===== src/rtl/kitchen_countdown_core.sv =====
// Kitchen-timer core: prescales clk to a one-second enable and runs the MM:SS BCD countdown FSM.
// running/alarm are registered decodes of the state register, so they follow it by one cycle.
module kitchen_countdown_core #(
    parameter int TICK_DIV   = 50000000,
    parameter int ALARM_SECS = 30
) (
    input  logic       clk,
    input  logic       rst_n,
    input  logic       start_stop,
    input  logic       clear,
    input  logic       inc_min,
    input  logic       inc_sec,
    output logic [3:0] min_tens,
    output logic [3:0] min_ones,
    output logic [3:0] sec_tens,
    output logic [3:0] sec_ones,
    output logic       running,
    output logic       alarm,
    output logic       tick
);

    localparam int PW = (TICK_DIV > 2) ? $clog2(TICK_DIV) : 1;
    localparam int AW = (ALARM_SECS > 1) ? $clog2(ALARM_SECS) : 1;
    localparam logic [PW-1:0] PRESC_LAST = PW'(TICK_DIV - 1);
    localparam logic [AW-1:0] ACNT_LAST  = AW'(ALARM_SECS - 1);

    typedef enum logic [1:0] {
        S_IDLE  = 2'd0,
        S_RUN   = 2'd1,
        S_PAUSE = 2'd2,
        S_ALARM = 2'd3
    } state_e;

    state_e        state_q, state_d;
    logic [PW-1:0] presc_q, presc_d;
    logic [AW-1:0] acnt_q, acnt_d;
    logic [3:0]    mt_q, mt_d, mo_q, mo_d, st_q, st_d, so_q, so_d;
    logic          tick_q, tick_d;
    logic          running_q, running_d;
    logic          alarm_q, alarm_d;

    logic [3:0]    mt_inc, mo_inc, st_inc, so_inc;
    logic [3:0]    mt_dec, mo_dec, st_dec, so_dec;
    logic          time_zero, dec_zero, sec_boundary;

    // BCD +1 for the set buttons: seconds wrap 59->00 without touching minutes
    always_comb begin
        so_inc = so_q + 4'd1;
        st_inc = st_q;
        if (so_q >= 4'd9) begin
            so_inc = 4'd0;
            st_inc = (st_q >= 4'd5) ? 4'd0 : st_q + 4'd1;
        end
        mo_inc = mo_q + 4'd1;
        mt_inc = mt_q;
        if (mo_q >= 4'd9) begin
            mo_inc = 4'd0;
            mt_inc = (mt_q >= 4'd9) ? 4'd0 : mt_q + 4'd1;
        end
    end

    // BCD -1 across MM:SS; only used in RUN, where the time is never 00:00
    always_comb begin
        so_dec = so_q - 4'd1;
        st_dec = st_q;
        mo_dec = mo_q;
        mt_dec = mt_q;
        if (so_q == 4'd0) begin
            so_dec = 4'd9;
            st_dec = st_q - 4'd1;
            if (st_q == 4'd0) begin
                st_dec = 4'd5;
                mo_dec = mo_q - 4'd1;
                if (mo_q == 4'd0) begin
                    mo_dec = 4'd9;
                    mt_dec = mt_q - 4'd1;
                end
            end
        end
    end

    assign time_zero    = ({mt_q, mo_q, st_q, so_q} == 16'h0000);
    assign dec_zero     = ({mt_dec, mo_dec, st_dec, so_dec} == 16'h0000);
    assign sec_boundary = (presc_q == PRESC_LAST);

    always_comb begin
        state_d   = state_q;
        presc_d   = presc_q;
        acnt_d    = acnt_q;
        mt_d      = mt_q;
        mo_d      = mo_q;
        st_d      = st_q;
        so_d      = so_q;
        tick_d    = 1'b0;
        running_d = (state_q == S_RUN);
        alarm_d   = (state_q == S_ALARM);

        if (clear) begin
            state_d = S_IDLE;
            presc_d = '0;
            acnt_d  = '0;
            mt_d    = 4'd0;
            mo_d    = 4'd0;
            st_d    = 4'd0;
            so_d    = 4'd0;
        end else begin
            unique case (state_q)
                S_IDLE: begin
                    presc_d = '0;
                    acnt_d  = '0;
                    if (start_stop) begin
                        if (!time_zero) begin
                            state_d = S_RUN;
                        end
                    end else begin
                        if (inc_sec) begin
                            st_d = st_inc;
                            so_d = so_inc;
                        end
                        if (inc_min) begin
                            mt_d = mt_inc;
                            mo_d = mo_inc;
                        end
                    end
                end
                S_RUN: begin
                    // a pause request wins over a coinciding second boundary; prescaler holds
                    if (start_stop) begin
                        state_d = S_PAUSE;
                    end else if (sec_boundary) begin
                        presc_d = '0;
                        mt_d    = mt_dec;
                        mo_d    = mo_dec;
                        st_d    = st_dec;
                        so_d    = so_dec;
                        tick_d  = 1'b1;
                        if (dec_zero) begin
                            state_d = S_ALARM;
                        end
                    end else begin
                        presc_d = presc_q + 1'b1;
                    end
                end
                S_PAUSE: begin
                    if (start_stop) begin
                        state_d = S_RUN;
                    end
                end
                S_ALARM: begin
                    if (start_stop) begin
                        state_d = S_IDLE;
                        presc_d = '0;
                        acnt_d  = '0;
                    end else if (sec_boundary) begin
                        presc_d = '0;
                        if (acnt_q == ACNT_LAST) begin
                            state_d = S_IDLE;
                            acnt_d  = '0;
                        end else begin
                            acnt_d = acnt_q + 1'b1;
                        end
                    end else begin
                        presc_d = presc_q + 1'b1;
                    end
                end
                default: begin
                    state_d = S_IDLE;
                end
            endcase
        end
    end

    always_ff @(posedge clk or negedge rst_n) begin
        if (!rst_n) begin
            state_q   <= S_IDLE;
            presc_q   <= '0;
            acnt_q    <= '0;
            mt_q      <= 4'd0;
            mo_q      <= 4'd0;
            st_q      <= 4'd0;
            so_q      <= 4'd0;
            tick_q    <= 1'b0;
            running_q <= 1'b0;
            alarm_q   <= 1'b0;
        end else begin
            state_q   <= state_d;
            presc_q   <= presc_d;
            acnt_q    <= acnt_d;
            mt_q      <= mt_d;
            mo_q      <= mo_d;
            st_q      <= st_d;
            so_q      <= so_d;
            tick_q    <= tick_d;
            running_q <= running_d;
            alarm_q   <= alarm_d;
        end
    end

    assign min_tens = mt_q;
    assign min_ones = mo_q;
    assign sec_tens = st_q;
    assign sec_ones = so_q;
    assign running  = running_q;
    assign alarm    = alarm_q;
    assign tick     = tick_q;

endmodule


===== config.mk =====
export PLATFORM = sky130hd
export DESIGN_NAME = kitchen_countdown_core
export DESIGN_NICKNAME = d
export VERILOG_FILES = /design/src/rtl/kitchen_countdown_core.sv
export SDC_FILE = /design/constraint.sdc
export NUM_CORES = 1
export LEC_CHECK = 0
export ABC_AREA = 1
export CORE_MARGIN = 2
export CORE_UTILIZATION = 30
export CTS_BUF_LIST = sky130_fd_sc_hd__clkbuf_16
export DETAILED_ROUTE_END_ITERATION = 8
export PLACE_DENSITY = 0.53
export SETUP_SLACK_MARGIN = 0.02
export SLEW_MARGIN = 10
export SYNTH_ARGS = -nofsm -noshare
export SYNTH_HDL_FRONTEND = slang
export SYNTH_SLANG_ARGS = --single-unit

===== constraint.sdc =====
create_clock -name clk -period 2.28 [get_ports clk]
set_input_delay 0.57 -clock clk [delete_from_list [all_inputs] [get_ports clk]]
set_output_delay 0.57 -clock clk [all_outputs]
set_load 0.1 [all_outputs]

### Word-level counts from Yosys, hierarchy flattened

Cells that the tools add are included.

| cells by class | value |
|---|---|
| add/sub/neg operators | 10 |
| order comparisons | 4 |
| eq/ne operators | 19 |
| muxes and demuxes | 64 |
| reductions and logical operators | 16 |

Operators with widths:

| kind | count |
|---|---|
| $mux 4 | 35 |
| $mux 26 | 4 |
| $pmux 26 s3 | 1 |
| $logic_not 16->1 | 2 |
| $pmux 4 s2 | 4 |
| $ne 3x3->1 const B | 9 |
| $add 26x1->26 const B | 1 |
| $eq 26x26->1 const B | 1 |
| $mux 2 | 10 |
| $mux 5 | 4 |
| $add 4x1->4 const B | 4 |
| $ne 4x3->1 const B | 4 |
| $sub 4x1->4 const B | 4 |
| $ge 4x4->1 const B | 3 |
| $logic_not 4->1 | 3 |
| $reduce_and 6->1 | 2 |
| $pmux 5 s2 | 1 |
| $reduce_and 5->1 | 2 |
| $pmux 2 s4 | 1 |
| $reduce_and 7->1 | 1 |
| $reduce_bool 3->1 | 2 |
| $add 5x1->5 const B | 1 |
| $eq 5x5->1 const B | 1 |
| $eq 2x2->1 const B | 2 |
| 7 further kinds | 11 |

| word-level totals | value |
|---|---|
| bits in registers | 52 |
| input bits | 6 |
| output and inout port bits | 19 |
| word-level logic and storage cells | 123 |

### Longest topological paths before layout

| logic depth | value |
|---|---|
| depth in word-level cells | 10 |
| mapped depth | 15 |
| depth with buffers taken out | 15 |

### Worst setup path after synthesis

OpenSTA, ideal clock, no wires.

| path | value |
|---|---|
| kind | reg2reg |
| from | register so_q[0], in the netlist sec_ones[0] |
| to | register state_q[0] |
| arrival time | 2.413 ns |
| data required time | 2.163 ns |
| slack | -0.249 ns |
| stages on the path, launching flop included | 15 |
| path buffers | 0 |
| clock period less this slack | 2.529 ns |
| cells stage by stage | dfrtp_1 > inv_1 > ha_1 > nand2_2 > nor2_4 > nand2_2 > nand3_1 > nor2_1 > nand2_1 > nor2_1 > nand3_1 > nand2_1 > nand2_1 > nand2_1 > nand2_1 |

| on the way | value |
|---|---|
| longest elaborated chain between the ends | 5 |
| elaborated cells between the ends (all ways) | 11 |
| those cells by class | 1 x add/sub; 2 x eq/ne; 4 x mux; 4 x reduce/logical |

RTL lines:

| element | line | source |
|---|---|---|
| start: declaration | 37 | `logic [3:0] mt_q, mt_d, mo_q, mo_d, st_q, st_d, so_q, so_d;` |
| start signal: assignment | 181 | `so_q <= 4'd0;` |
| start signal: assignment | 192 | `so_q <= so_d;` |
| $sub 4x1->4 / $logic_not 4->1 (equally long branches) | 64, 68 |  |
| $mux 4 | 68 | `if (so_q == 4'd0) begin` |
| $logic_not 16->1 | 83 | `assign dec_zero = ({mt_dec, mo_dec, st_dec, so_dec} == 16'h0000);` |
| $ne 4x3->1 (no line) | -- |  |
| $reduce_and 7->1 (no line) * | -- |  |
| end signal: assignment | 186 | `state_q <= state_d;` |
| end: declaration | 34 | `state_e state_q, state_d;` |

Every way passes the cells marked *; elsewhere a longest branch is shown, timed or not.
A chain may end at the register's enable or synchronous reset.

### Worst setup path after layout

| path | value |
|---|---|
| from | register st_q[1], in the netlist sec_tens[1] |
| to | register state_q[1] |

| on the way | value |
|---|---|
| longest elaborated chain between the ends | 6 |
| elaborated cells between the ends (all ways) | 13 |
| those cells by class | 1 x add/sub; 2 x eq/ne; 6 x mux; 4 x reduce/logical |

RTL lines:

| element | line | source |
|---|---|---|
| start: declaration | 37 |  |
| start signal: assignment | 191 | `st_q <= st_d;` |
| $sub 4x1->4 / $logic_not 4->1 (equally long branches) | 70, 71 |  |
| $mux 4 | 71 | `if (st_q == 4'd0) begin` |
| $mux 4 | 68 |  |
| $logic_not 16->1 | 83 |  |
| $ne 4x3->1 (no line) | -- |  |
| $reduce_and 7->1 (no line) * | -- |  |

Marks and branches as above.

==> results by group <==
Route
  – Drt drc: 0
  – Drt pass-1 iters: 4
  – WL final: 9520 um
  – Post-DRT Antenna Nets: 0
  – Via-to-Cell Ratio: a little under 5
  – Met3 wire len: 407 um
  – DR top layer: met4
  – Routed met2 length: 4540 um
  – Met1 Wirelength: 4420 um
  – WL per Instance: between 10 and 15 um
  – Vias: 3,573
  – Iteration-0 DRC Markers: 133

Layout
  – Commonest cells after routing, fill and taps aside: 113 x nand2_1, 62 x nor2_1, 60 x inv_1, 51 x buf_4, 44 x dfrtp_1
  – Area Growth Syn to Fin: 23.4%
  – Most common cell after layout, fill and taps aside: nand2_1
  – Design Area, Final: 4640 um2
  – Share of cells above drive strength 1: about a fifth
  – Ant diodes: 0
  – NumNets Final: 599

Worst setup path
  – Worst Path Arrival: approximately 2.2 ns
  – Crit Path Category: flip-flop to flip-flop
  – Critical Path RT: between 2 and 2.5 ns
  – Worst Setup End Kind: flip-flop
  – Worst Setup Start Kind: flip-flop
  – Crit path max fanout: 8

Power and ir drop
  – Pwr per Cell Area: between 1000 and 1500 nW/um2
  – VDD IR max: about 1100 uV
  – Leakage: 2.13 nW
  – Power, Total: 6.18 mW

Yosys
  – Yosys warnings: 0
  – Synthesized net count: between 500 and 600
  – Register area share after synthesis: 34.6%
  – Cell variety after synth: 44
  – Mean area per synthesized cell: 7.40 um2
  – Synthesized instance count: 508
  – Post-Syn Area: roughly 3800 um2
  – Flop and latch count out of synthesis: 52

STA
  – Hold Vio Cnt, Final: 0
  – Clock Skews: 0.00865 ns
  – Final Setup Violations: 0
  – Worst slew pin tran: between 0.5 and 0.6 ns
  – RSZ-0062 raised after global routing: no
  – Fin Hold WS: roughly 0.27 ns
  – Tmin final: 2.04 ns
  – Worst rel slew slack: 61.2%
  – Peak Freq: 489 MHz
  – Fin crit share: 89.6%
  – Setup slack after layout: 0.237 ns
  – Post-route setup TNS: 0 ns
  – Fin. max-slew vios: 0

Die
  – Die footprint: 13,400 um2
  – Die height: 116 um
  – DIE WIDTH: 116 um
  – Top-level I/O count: 25
  – Row count: 40
  – Initial Util: 31.0%
  – Area of the core: ~12,000 um2

Place
  – Input/output buffers: 24
  – Dpl cell area: 4450 um2
  – Half-perimeter wire length after placement: between 7000 and 8000 um
  – Pre-CTS WS: -0.0631 ns
  – Final Wtd Congestion: between 0.8 and 0.9

GRT
  – Largest net degree at the start of global routing: 31
  – GR Overflow Total: 0
  – Total track usage: approximately 15%
  – Wire length of the first global-routing pass: 16,400 um
  – Initial antenna violation count: 0
  – Vias in the first global route: 3,481

Run
  – Max_cap viols: 0

Clocking
  – CTS Buffer Depth: 2
  – CTS H-tree depth: 2
  – CTS tree: done
  – Clock Pin Slew Worst Setup and Hold Paths: 0.07 ns
  – Inserted Clock Buffers: 5
  – Clock latency on the worst-skew pair: approximately 0.3 ns
  – CTS Sinks: 52
  – Clock root buffer: clkbuf_16

Outcome
  – Run status: completed

Min path
  – Hold Crit Class: primary input to async pin
-- through the flow --
step | util, % | instances
global route | 38.3 | 742
detailed placement | 36.7 | 731
finish | 38.3 | 742
CTS | 37.9 | 739
floorplan | - | 508
global placement | 36.7 | 731
-- cell type report --
cell class                 count  area [um2]
clock inverter                 3        11.3
timing repair buffer          60         508
clock buffer                   5         125
tap                          168         210
fill                        1305        7470
sequential                    52        1310
inverter                      70         264
multi-input combinational    384        2210
-- final timing paths --
kind                             startpoint           to  slack, ns  depth (start not counted)
worst max-delay path            sec_tens[1]   state_q[1]       0.24                         13
worst min-delay path                  rst_n  presc_q[25]       0.27                          1
worst max register to register  sec_tens[1]   state_q[1]       0.24                         13
worst min register to register   presc_q[6]   presc_q[6]       0.51                          2
max in group asynchronous             rst_n  sec_tens[1]       1.44                          2
min in group clk                 presc_q[6]   presc_q[6]       0.51                          2
-- metal layers --
metal,GRT usage [%],vias to the layer above
met3,2.30,14
met5,0,-
li1,-,1805
met4,4.37,0
met2,25.9,79
met1,19.7,1675
-- registers in the layout (all words and copies together), names as in the netlist --
| name | count |
|---|---|
| presc_q | 26 |
| acnt_q | 5 |
| min_ones | 4 |
| min_tens | 4 |
| sec_ones | 4 |
| sec_tens | 4 |
| state_q | 2 |
| alarm | 1 |
| running | 1 |
| tick | 1 |
-- power breakdown --
part | total [mW] | switching, mW | internal [mW]
clock network | 0.755 | 0.357 | 0.397
logic | 4.10 | 2.76 | 1.34
registers | 1.32 | 0.227 | 1.10
total | 6.18 | 3.35 | 2.83
-- cells in the mapped netlist --
| cell | instances | area share, % |
|---|---|---|
| nand2_1 | 113 | 11 |
| nor2_1 | 64 | 6.4 |
| inv_1 | 58 | 5.8 |
| dfrtp_1 | 52 | 35 |
| nand3_1 | 38 | 5.1 |
| o21ai_0 | 25 | 3.3 |
| a21oi_1 | 20 | 2.7 |
| ha_1 | 20 | 6.7 |
| inv_2 | 11 | 1.1 |
| nor3_1 | 10 | 1.3 |
| o22ai_1 | 9 | 1.5 |
| nand4_1 | 8 | 1.3 |
| o21ai_1 | 8 | 1.1 |
| xnor2_1 | 8 | 1.9 |
| nand2_2 | 7 | 1.2 |
| xor2_1 | 6 | 1.4 |
| nand2_4 | 4 | 1.2 |
| nor2_2 | 4 | 0.67 |
| nor2_4 | 4 | 1.2 |
| nor4_1 | 4 | 0.67 |
| o31ai_1 | 4 | 0.80 |
| nor2_8 | 3 | 1.6 |
| o21ai_2 | 3 | 0.70 |
| a211oi_1 | 2 | 0.40 |
| nand3_4 | 2 | 0.93 |
| nor3_2 | 2 | 0.53 |
| o21a_1 | 2 | 0.40 |
| a21oi_2 | 1 | 0.23 |
| a22oi_1 | 1 | 0.20 |
| a2bb2oi_1 | 1 | 0.23 |
| a32o_1 | 1 | 0.27 |
| a32oi_1 | 1 | 0.23 |
| buf_2 | 1 | 0.13 |
| buf_6 | 1 | 0.30 |
| clkinv_2 | 1 | 0.13 |
| nand3_2 | 1 | 0.27 |
| nand3b_4 | 1 | 0.53 |
| nor3_4 | 1 | 0.43 |
| nor3b_1 | 1 | 0.20 |
| o2111ai_1 | 1 | 0.23 |
| o211ai_1 | 1 | 0.20 |
| o21ai_4 | 1 | 0.43 |
| o21bai_1 | 1 | 0.20 |
| or2_1 | 1 | 0.17 |
-- kinds of logic after synthesis --
kind of cell	after synthesis	synth area share, %
AOI/OAI and AO/OA	82	13.1
and+or+nand+nor	268	34.9
DFF	52	34.6
buffers and inverters	72	7.45
adders and majority gates	20	6.66
xor gates and xnor gates	14	3.26
-- worst max-delay path, cell delays in order, from the launching register on --
cell     delay (ns)
dfrtp_2        0.45
inv_1          0.11
ha_2           0.25
nand2_2        0.15
nor2_8         0.18
nand2_1        0.08
a21oi_2        0.15
nand2_1        0.08
nor2_1         0.12
nand3_1        0.10
nand2_1        0.11
nand2_1        0.07
nand2_1        0.06
nand2_1        0.04
-- timing repair --
item                       CTS  global route
resized for setup            0             8
setup endpoints to repair    0             2
buffers inserted             0             3
hold buffers                 0             0
No activity file was read; power rests on OpenSTA's default activity.
